## src/rtl/ex_mem_stage.sv

```systemverilog
// ex_mem_stage
// EX/MEM pipeline register with stall/bubble/flush control and two
// saturating performance counters.
//
// Ports:
//   clk, rst            : single clock, synchronous active-high reset
//   in_valid .. in_memaddr : EX-side result fields
//   stall               : pipeline stall vector; only bits STAGE and STAGE+1 matter
//   flush               : clear the stage contents
//   cnt_clr             : zero both counters (data fields unaffected)
//   out_valid .. out_memaddr : registered MEM-side fields
//   stall_cnt           : cycles with this stage stalled (saturating)
//   bubble_cnt          : bubble cycles inserted by this stage (saturating)
module ex_mem_stage #(
  parameter int DATA_W    = 32,
  parameter int REGADDR_W = 5,
  parameter int MEMOP_W   = 4,
  parameter int STALL_W   = 6,
  parameter int STAGE     = 3,
  parameter bit DROP_R0   = 1'b1,
  parameter int CNT_W     = 16
) (
  input  logic                 clk,
  input  logic                 rst,
  input  logic                 in_valid,
  input  logic [REGADDR_W-1:0] in_wd,
  input  logic                 in_wreg,
  input  logic [DATA_W-1:0]    in_wdata,
  input  logic [MEMOP_W-1:0]   in_memop,
  input  logic [DATA_W-1:0]    in_memaddr,
  input  logic [STALL_W-1:0]   stall,
  input  logic                 flush,
  input  logic                 cnt_clr,
  output logic                 out_valid,
  output logic [REGADDR_W-1:0] out_wd,
  output logic                 out_wreg,
  output logic [DATA_W-1:0]    out_wdata,
  output logic [MEMOP_W-1:0]   out_memop,
  output logic [DATA_W-1:0]    out_memaddr,
  output logic [CNT_W-1:0]     stall_cnt,
  output logic [CNT_W-1:0]     bubble_cnt
);

  logic                 r_valid;
  logic [REGADDR_W-1:0] r_wd;
  logic                 r_wreg;
  logic [DATA_W-1:0]    r_wdata;
  logic [MEMOP_W-1:0]   r_memop;
  logic [DATA_W-1:0]    r_memaddr;
  logic [CNT_W-1:0]     r_stall_cnt;
  logic [CNT_W-1:0]     r_bubble_cnt;

  logic w_stall_here;
  logic w_stall_next;
  logic w_bubble;
  logic w_wreg_in;

  assign w_stall_here = stall[STAGE];
  assign w_stall_next = stall[STAGE+1];
  // This stage is held while the next one advances: emit an empty slot.
  assign w_bubble     = w_stall_here & ~w_stall_next;
  // Register 0 is hardwired, so a write to it is dropped at this point.
  assign w_wreg_in    = in_wreg & ~(DROP_R0 && (in_wd == '0));

  always_ff @(posedge clk) begin
    if (rst) begin
      r_valid      <= 1'b0;
      r_wd         <= '0;
      r_wreg       <= 1'b0;
      r_wdata      <= '0;
      r_memop      <= '0;
      r_memaddr    <= '0;
      r_stall_cnt  <= '0;
      r_bubble_cnt <= '0;
    end else begin
      // Data fields: flush > bubble > load > hold.
      if (flush || w_bubble || (!w_stall_here && !in_valid)) begin
        r_valid   <= 1'b0;
        r_wd      <= '0;
        r_wreg    <= 1'b0;
        r_wdata   <= '0;
        r_memop   <= '0;
        r_memaddr <= '0;
      end else if (!w_stall_here) begin
        r_valid   <= 1'b1;
        r_wd      <= in_wd;
        r_wreg    <= w_wreg_in;
        r_wdata   <= in_wdata;
        r_memop   <= in_memop;
        r_memaddr <= in_memaddr;
      end

      // Counters: clear wins over increment; flush still counts as a stall
      // cycle but never as a bubble.
      if (cnt_clr) begin
        r_stall_cnt  <= '0;
        r_bubble_cnt <= '0;
      end else begin
        if (w_stall_here && !(&r_stall_cnt))
          r_stall_cnt <= r_stall_cnt + 1'b1;
        if (w_bubble && !flush && !(&r_bubble_cnt))
          r_bubble_cnt <= r_bubble_cnt + 1'b1;
      end
    end
  end

  assign out_valid   = r_valid;
  assign out_wd      = r_wd;
  assign out_wreg    = r_wreg;
  assign out_wdata   = r_wdata;
  assign out_memop   = r_memop;
  assign out_memaddr = r_memaddr;
  assign stall_cnt   = r_stall_cnt;
  assign bubble_cnt  = r_bubble_cnt;

endmodule

```

## config.mk

```make
export PLATFORM = sky130hd
export DESIGN_NAME = ex_mem_stage
export DESIGN_NICKNAME = d
export VERILOG_FILES = /design/src/rtl/ex_mem_stage.sv
export SDC_FILE = /design/constraint.sdc
export NUM_CORES = 1
export LEC_CHECK = 0
export ABC_AREA = 1
export BUFFER_PORTS_ARGS = -buffer_cell sky130_fd_sc_hd__buf_2
export CAP_MARGIN = 10
export CELL_PAD_IN_SITES_DETAIL_PLACEMENT = 0
export CELL_PAD_IN_SITES_GLOBAL_PLACEMENT = 2
export CORE_ASPECT_RATIO = 0.75
export CORE_UTILIZATION = 27
export DETAILED_ROUTE_END_ITERATION = 16
export HOLD_SLACK_MARGIN = 0.06
export PLACE_DENSITY = 0.87
export SYNTH_ARGS = -nofsm -noshare
export SYNTH_HDL_FRONTEND = slang
export SYNTH_SLANG_ARGS = --single-unit
```

## constraint.sdc

```tcl
create_clock -name clk -period 2.5 [get_ports clk]
set_clock_uncertainty 0.2 [all_clocks]
set_input_delay 0.375 -clock clk [delete_from_list [all_inputs] [get_ports clk]]
set_output_delay 0.375 -clock clk [all_outputs]
set_load 0.01 [all_outputs]
```

==> results of run 1 <==
-- area by class of cell --
class	instances	area [um2]	share of cell area
flip-flops and latches	107	2142	0.3501
well taps	210	262.8	0.04294
multi-input cells	462	2115	0.3456
inverters	27	101.3	0.01656
clock buffers	13	260.3	0.04254
clock inverters	3	46.29	0.007566
repair buffers	213	1191	0.1947
-- power groups by stage --
stage               clock, mW  combinational (mW)  sequential (mW)
finish                   1.47               0.287             1.75
global route             1.61               0.324             1.75
CTS                      1.54               0.293             1.75
detailed placement          0               0.270             1.79
global placement            0               0.271             1.79
floorplan                   0               0.128             1.80
-- registers in the layout (all words and copies together), names as in the netlist --
name and count:
out_memop 4, out_wdata 32, out_valid 1, bubble_cnt 16, out_wd 5, stall_cnt 16
out_memaddr 32, out_wreg 1
-- cells in the mapped netlist, drive strengths merged (3+ instances only) --
cell and n:
inv 27, nand2 224, dfxtp 107, o21ai 6, clkbuf 9, a21oi 92
buf 21, nor2 96, nand4 6, nor3 3, nand3 27
-- path summary, 6_finish.rpt --
check	endpoint	start
hold / removal	out_memaddr[2]	in_memaddr[2]
setup reg to reg	bubble_cnt[14]	bubble_cnt[0]
hold reg to reg	out_wdata[1]	out_wdata[1]
setup / recovery	bubble_cnt[14]	bubble_cnt[0]
-- metal layers --
metal  global-route usage  vias to the layer above  share of wire
met5                    0                        -              0
li1                     -                     2378              -
met4              0.04867                        0          0.015
met2               0.2161                      124           0.42
met1               0.2052                     1920           0.50
met3              0.04360                       10          0.067
-- metrics by stage --
stage          instances  worst slack (ps)
6_report            1035             670.8
3_3_place_gp        1000             629.1
4_1_cts             1035             685.6
3_5_place_dp        1000             600.0
5_1_grt             1035             550.8
2_1_floorplan        626             806.2
-- layout by cell type (no fill, tap or decap), types with 2 or more instances in the layout --
master / n
nand4_4: 2
nor2_4: 10
buf_4: 6
o21ai_0: 4
nand2_1: 218
dlygate4sd3_1: 19
inv_1: 26
ha_1: 2
nor3_1: 3
buf_2: 187
nand3_1: 25
nor2_1: 79
nor2_2: 7
clkbuf_1: 2
clkbuf_16: 9
nand2_2: 5
a21oi_1: 91
nand4_1: 4
dfxtp_1: 107
a31oi_1: 2
clkbuf_8: 2
-- worst max-delay path, cell delays in order, from the launching register on --
cell and delay, ps:
dfxtp_1 410, ha_1 230, nand2_1 100, nor2_2 200, nand4_4 290, a21oi_1 230
nor2_1 60
-- what timing repair did --
| item | 4_1_cts | 5_1_grt |
|---|---|---|
| setup endpoints to repair | 0 | 0 |
| endpoints found under the hold margin | 19 | 0 |
| hold buffers | 19 | 0 |
| gates resized for setup | 0 | 0 |
-- kinds of logic after synthesis --
| group | count (synthesis) |
|---|---|
| fa+ha+maj | 2 |
| simple gates | 357 |
| compound gates | 103 |
| buf+inv | 57 |
| flops | 107 |
==> out/summary.txt, run 1 <==
Unrepaired setup endpoints after global routing: false
Clock power share: 0.419
Initial Util: 0.2792
Dpl cell area: 5622 um2
Sw Share: 0.2305
Top FF cell, synth: dfxtp_1
Port Buffers: 187
Post-Syn Instances: 626
Post-DP HPWL: 8988 um
Leakage: 2.705 nW
Pin count of the biggest net entering global routing: 76
CTS sink cnt: 107
Largest family of logic cells by synthesized area: simple AND/OR/NAND/NOR gates
Core area: 16170 um2
Register-to-register setup slack: 670 ps
P_int: 2.695 mW
Fin crit share: 0.7317
# diodes: 0
Seq/Total Area, Yosys: 0.4746
DRT Wirelength: 12810 um
Max Cap Viol: 0
Kind of critical path: reg -> reg
Min Tclk post-route: 1829 ps
Setup TNS: 0 ps
Compound-gate portion of the synthesized area: 0.1181
Post-route cell area: 6118 um2
Post-synth EDFFs: 0
Top-area cell type share of the netlist area: 0.4746
Fin Hold WS: 77.74 ps
Worst min path class: in -> reg
Area contributors post-synth: dfxtp_1 47%, nand2_1 18%, a21oi_1 10%
Startpoint Class: flop
Arrival @ worst endpoint: 1860 ps
VDD IR-drop max: 0.2855 mV
Core Util, Final: 0.3785
DIE AREA: 17240 um2
Final Wtd Congestion: 0.7540
Yosys reg bits: 107
Flop pwr share: 0.499
Worst-path fanout max: 17
TritonCTS buffer count: 9
Final Power: 3.502 mW
Mux cell area share after synthesis: 0
Layout fillers: 1745
Largest area contributor in the netlist: dfxtp_1
Antenna violations before repair: 0
DR WL/cell: 12.38 um
Post-synthesis cell type count: 31
Die height: 114.0 um
Clock transition at path regs: 70 ps
WHS Path Cells: 3
Area grow syn2layout: 35.57%
Synth Cell Area: 4513 um2
Simple-gate share of the synthesized area: 0.3443
CTS tree: done
Pwr/cell area: 572.4 nW/um2
Vias/cell: 4.282
Worst setup EP type: flop
Gr usage total: 0.1476
Drt drc: 0
Initial drt markers: 173
Crit path required time: 2530 ps
Global-route wire length before repair: 20020 um
Pre-antenna DRT Iters: 4
Mean area per synthesized cell: 7.209 um2
Htree depth: 3
Endpoints failing setup: 0
Synth Warn #: 0
NumNets Final: 907
Combinational fraction of design power: 0.082
P_sw: 0.8072 mW
Adder-cell share of the synthesized area: 0.005545
Cell Rows: 40
Die W: 151.3 um
Hold Vio Cnt, Final: 0
Synth Area in XOR/XNOR: 0
Clk root buf: clkbuf_16
Layout cell share with drive strength beyond 1: 0.2885
Via count: 4432
Peak Freq: 546.7 MHz
Final slew viol count: 0
CTS Buffer Depth: 2
Vias in the first global route: 3833
Total I/O pin count: 192
Postcts setup bufs: 0
Clock latency on the worst-skew pair: 340 ps
Syn Nets: 713
FF-to-FF path depth: 6
Tightest Pin Transition: 607.6 ps
Total congestion overflow: 0
ANT nets after route: 0
Status: finished, final reports clean
Relative slew slack: 0.5949
Async SR Flop Fraction: 0
Note: power is estimated with default switching activity, not from simulation.
==> run 2, diff against run 1 <==
--- a/config.mk
+++ b/config.mk
@@ -11,10 +11,10 @@
 export CELL_PAD_IN_SITES_DETAIL_PLACEMENT = 0
 export CELL_PAD_IN_SITES_GLOBAL_PLACEMENT = 2
 export CORE_ASPECT_RATIO = 0.75
-export CORE_UTILIZATION = 27
+export CORE_UTILIZATION = 25
 export DETAILED_ROUTE_END_ITERATION = 16
 export HOLD_SLACK_MARGIN = 0.06
-export PLACE_DENSITY = 0.87
+export PLACE_DENSITY = 0.82
 export SYNTH_ARGS = -nofsm -noshare
 export SYNTH_HDL_FRONTEND = slang
 export SYNTH_SLANG_ARGS = --single-unit
==> constraint.sdc (replaced) <==
create_clock -name clk -period 1.88 [get_ports clk]
set_clock_uncertainty 0.2 [all_clocks]
set_input_delay 0.282 -clock clk [delete_from_list [all_inputs] [get_ports clk]]
set_output_delay 0.282 -clock clk [all_outputs]
set_load 0.01 [all_outputs]
==> out/summary.txt, run 2 (synthesis gave the netlist of run 1 again) <==
Global-route wire length before repair: 21950 um (was 20020 um)
Clock power share: 0.408 (was 0.419)
Hold Vio Cnt, Final: 0 (unchanged)
CTS sink cnt: 107 (unchanged)
Final slew viol count: 0 (unchanged)
TritonCTS buffer count: 9 (unchanged)
Commonest non-fill, non-tap cells in the layout: 218 x nand2_1, 187 x buf_2, 107 x dfxtp_1, 91 x a21oi_1, 79 x nor2_1 (unchanged)
Relative slew slack: 0.6195 (was 0.5949)
CTS tree: done (unchanged)
Vias in the first global route: 4434 (was 3833)
Total I/O pin count: 192 (unchanged)
Clock transition at path regs: 80 ps (was 70 ps)
Initial Util: 0.2556 (was 0.2792)
Worst-path fanout max: 2 (was 17)
Dpl cells: 1041 (was 1000)
Max Cap Viol: 0 (unchanged)
Layout fillers: 1912 (was 1745)
Htree depth: 3 (unchanged)
Worst Path Buf+Inv: 3 (was 0)
Status: finished, final reports clean (unchanged)
Combinational fraction of design power: 0.103 (was 0.082)
Worst path most repeated cell: dlygate4sd3_1
Worst setup EP type: flop (unchanged)
Core area: 17660 um2 (was 16170 um2)
Initial drt markers: 267 (was 173)
Post-DP HPWL: 9300 um (was 8988 um)
Gr usage total: 0.1471 (was 0.1476)
Top delay family on crit path: buffers and inverters (was simple AND/OR/NAND/NOR gates)
CTS Buffer Depth: 2 (unchanged)
Worst path max stage delay: 600 ps (was 410 ps)
Drt drc: 0 (unchanged)
Dpl cell area: 5779 um2 (was 5622 um2)
Total congestion overflow: 0 (unchanged)
Final Wtd Congestion: 0.7473 (was 0.7540)
Most common cell after layout, fill and taps aside: nand2_1 (unchanged)
P_sw: 1.213 mW (was 0.8072 mW)
Pin count of the biggest net entering global routing: 54 (was 76)
DRT Wirelength: 13680 um (was 12810 um)
Unrepaired setup endpoints after global routing: false (unchanged)
Core Util, Final: 0.3855 (was 0.3785)
Area grow syn2layout: 50.82% (was 35.57%)
Die height: 118.4 um (was 114.0 um)
Peak Freq: 548.6 MHz
Fin cells: 1129 (was 1035)
Sw Share: 0.2555 (was 0.2305)
Fin Hold WS: 80.41 ps (was 77.74 ps)
P_int: 3.535 mW (was 2.695 mW)
Cell Rows: 42 (was 40)
Antenna violations before repair: 0 (unchanged)
Post-route cell area: 6807 um2 (was 6118 um2)
Leakage: 2.998 nW (was 2.705 nW)
Fin crit share: 0.9695
Pre-antenna DRT Iters: 4 (unchanged)
Kind of critical path: in -> reg (was reg -> reg)
Worst min path class: in -> reg (unchanged)
VDD IR-drop max: 0.4313 mV (was 0.2855 mV)
Tightest Pin Transition: 570.8 ps (was 607.6 ps)
Layout cell share with drive strength beyond 1: 0.2807 (was 0.2885)
Die W: 157.1 um (was 151.3 um)
NumNets Final: 969 (was 907)
Slowest CP cell: dlygate4sd3_1 (was dfxtp_1)
DR WL/cell: 12.12 um (was 12.38 um)
Port Buffers: 187 (unchanged)
Arrival @ worst endpoint: 1840 ps (was 1860 ps)
DIE AREA: 18600 um2 (was 17240 um2)
Setup TNS: 0 ps (unchanged)
Crit-path cells: dlygate4sd3_1, buf_2, o31ai_1, dlygate4sd3_1, a21oi_1 (was ha_1, nand2_1, nor2_2, nand4_4, a21oi_1, nor2_1)
Flop pwr share: 0.489 (was 0.499)
Vias/cell: 4.203 (was 4.282)
Clock latency on the worst-skew pair: 350 ps (was 340 ps)
Clk root buf: clkbuf_16 (unchanged)
Crit path required time: 1900 ps (was 2530 ps)
Min Tclk post-route: 1823 ps
ANT nets after route: 0 (unchanged)
# diodes: 0 (unchanged)
Startpoint Class: primary input (was flop)
Pwr/cell area: 697.5 nW/um2 (was 572.4 nW/um2)
Endpoints failing setup: 0 (unchanged)
Via count: 4745 (was 4432)
-- run 2: cell count changes in the layout (fill, tap and decap cells not counted), sizes merged --
| cell | previous run | this run |
|---|---|---|
| buf | 194 | 203 |
| dlygate4sd3 | 19 | 72 |
| bufinv | 1 | 0 |
| clkinv | 1 | 3 |
| inv | 27 | 30 |
| clkinvlp | 1 | 0 |
| clkbuf | 13 | 10 |
-- run 2: layout make-up --
type                    count  area, um2  share of cell area
inverters                  27      101.3             0.01489
flip-flops and latches    107       2142              0.3147
well taps                 242      302.8             0.04449
multi-input cells         462       2115              0.3107
repair buffers            275       1839              0.2702
clock buffers              10      239.0             0.03511
clock inverters             6      67.56            0.009926
-- run 2: worst min-delay path, cell delays in order --
cell and delay (ps):
buf_2 70, inv_1 40, nor2_1 80, a21oi_1 40, nor2_1 80
-- run 2: through the flow --
stage	power (mW)	worst slack (ps)
finish	4.748	57.25
global route	4.975	0.4219
CTS	4.834	99.09
detailed placement	2.753	157.5
global placement	2.753	177.1
floorplan	2.564	186.2
-- run 2: path summary, 6_finish.rpt --
check / end / cells past startpoint / slack [ps] / from
setup / recovery: out_wreg / 5 / 60 / in_wd[4]
hold reg to reg: out_wdata[1] / 2 / 260 / out_wdata[1]
setup reg to reg: bubble_cnt[14] / 6 / 150 / bubble_cnt[1]
hold / removal: out_wd[3] / 5 / 80 / in_wd[3]
-- run 2: power by group through the flow --
stage / combinational [mW] / clock, mW / sequential (mW)
2_1_floorplan: 0.170 / 0 / 2.39
3_3_place_gp: 0.379 / 0 / 2.37
3_5_place_dp: 0.377 / 0 / 2.38
4_1_cts: 0.495 / 2.02 / 2.32
5_1_grt: 0.546 / 2.10 / 2.33
6_report: 0.490 / 1.94 / 2.32
-- run 2: per-layer routing --
layer	GRT usage	wire [um]	vias to the layer above
li1	-	-	2510
met1	0.2024	6859	2099
met2	0.2247	5869	125
met3	0.04034	802	11
met4	0.03823	150	0
met5	0	0	-
-- run 2: repair_timing --
item	CTS	global route
hold endpoints to repair	71	0
resized for setup	0	0
setup buffers	0	0
hold buffers	72	0
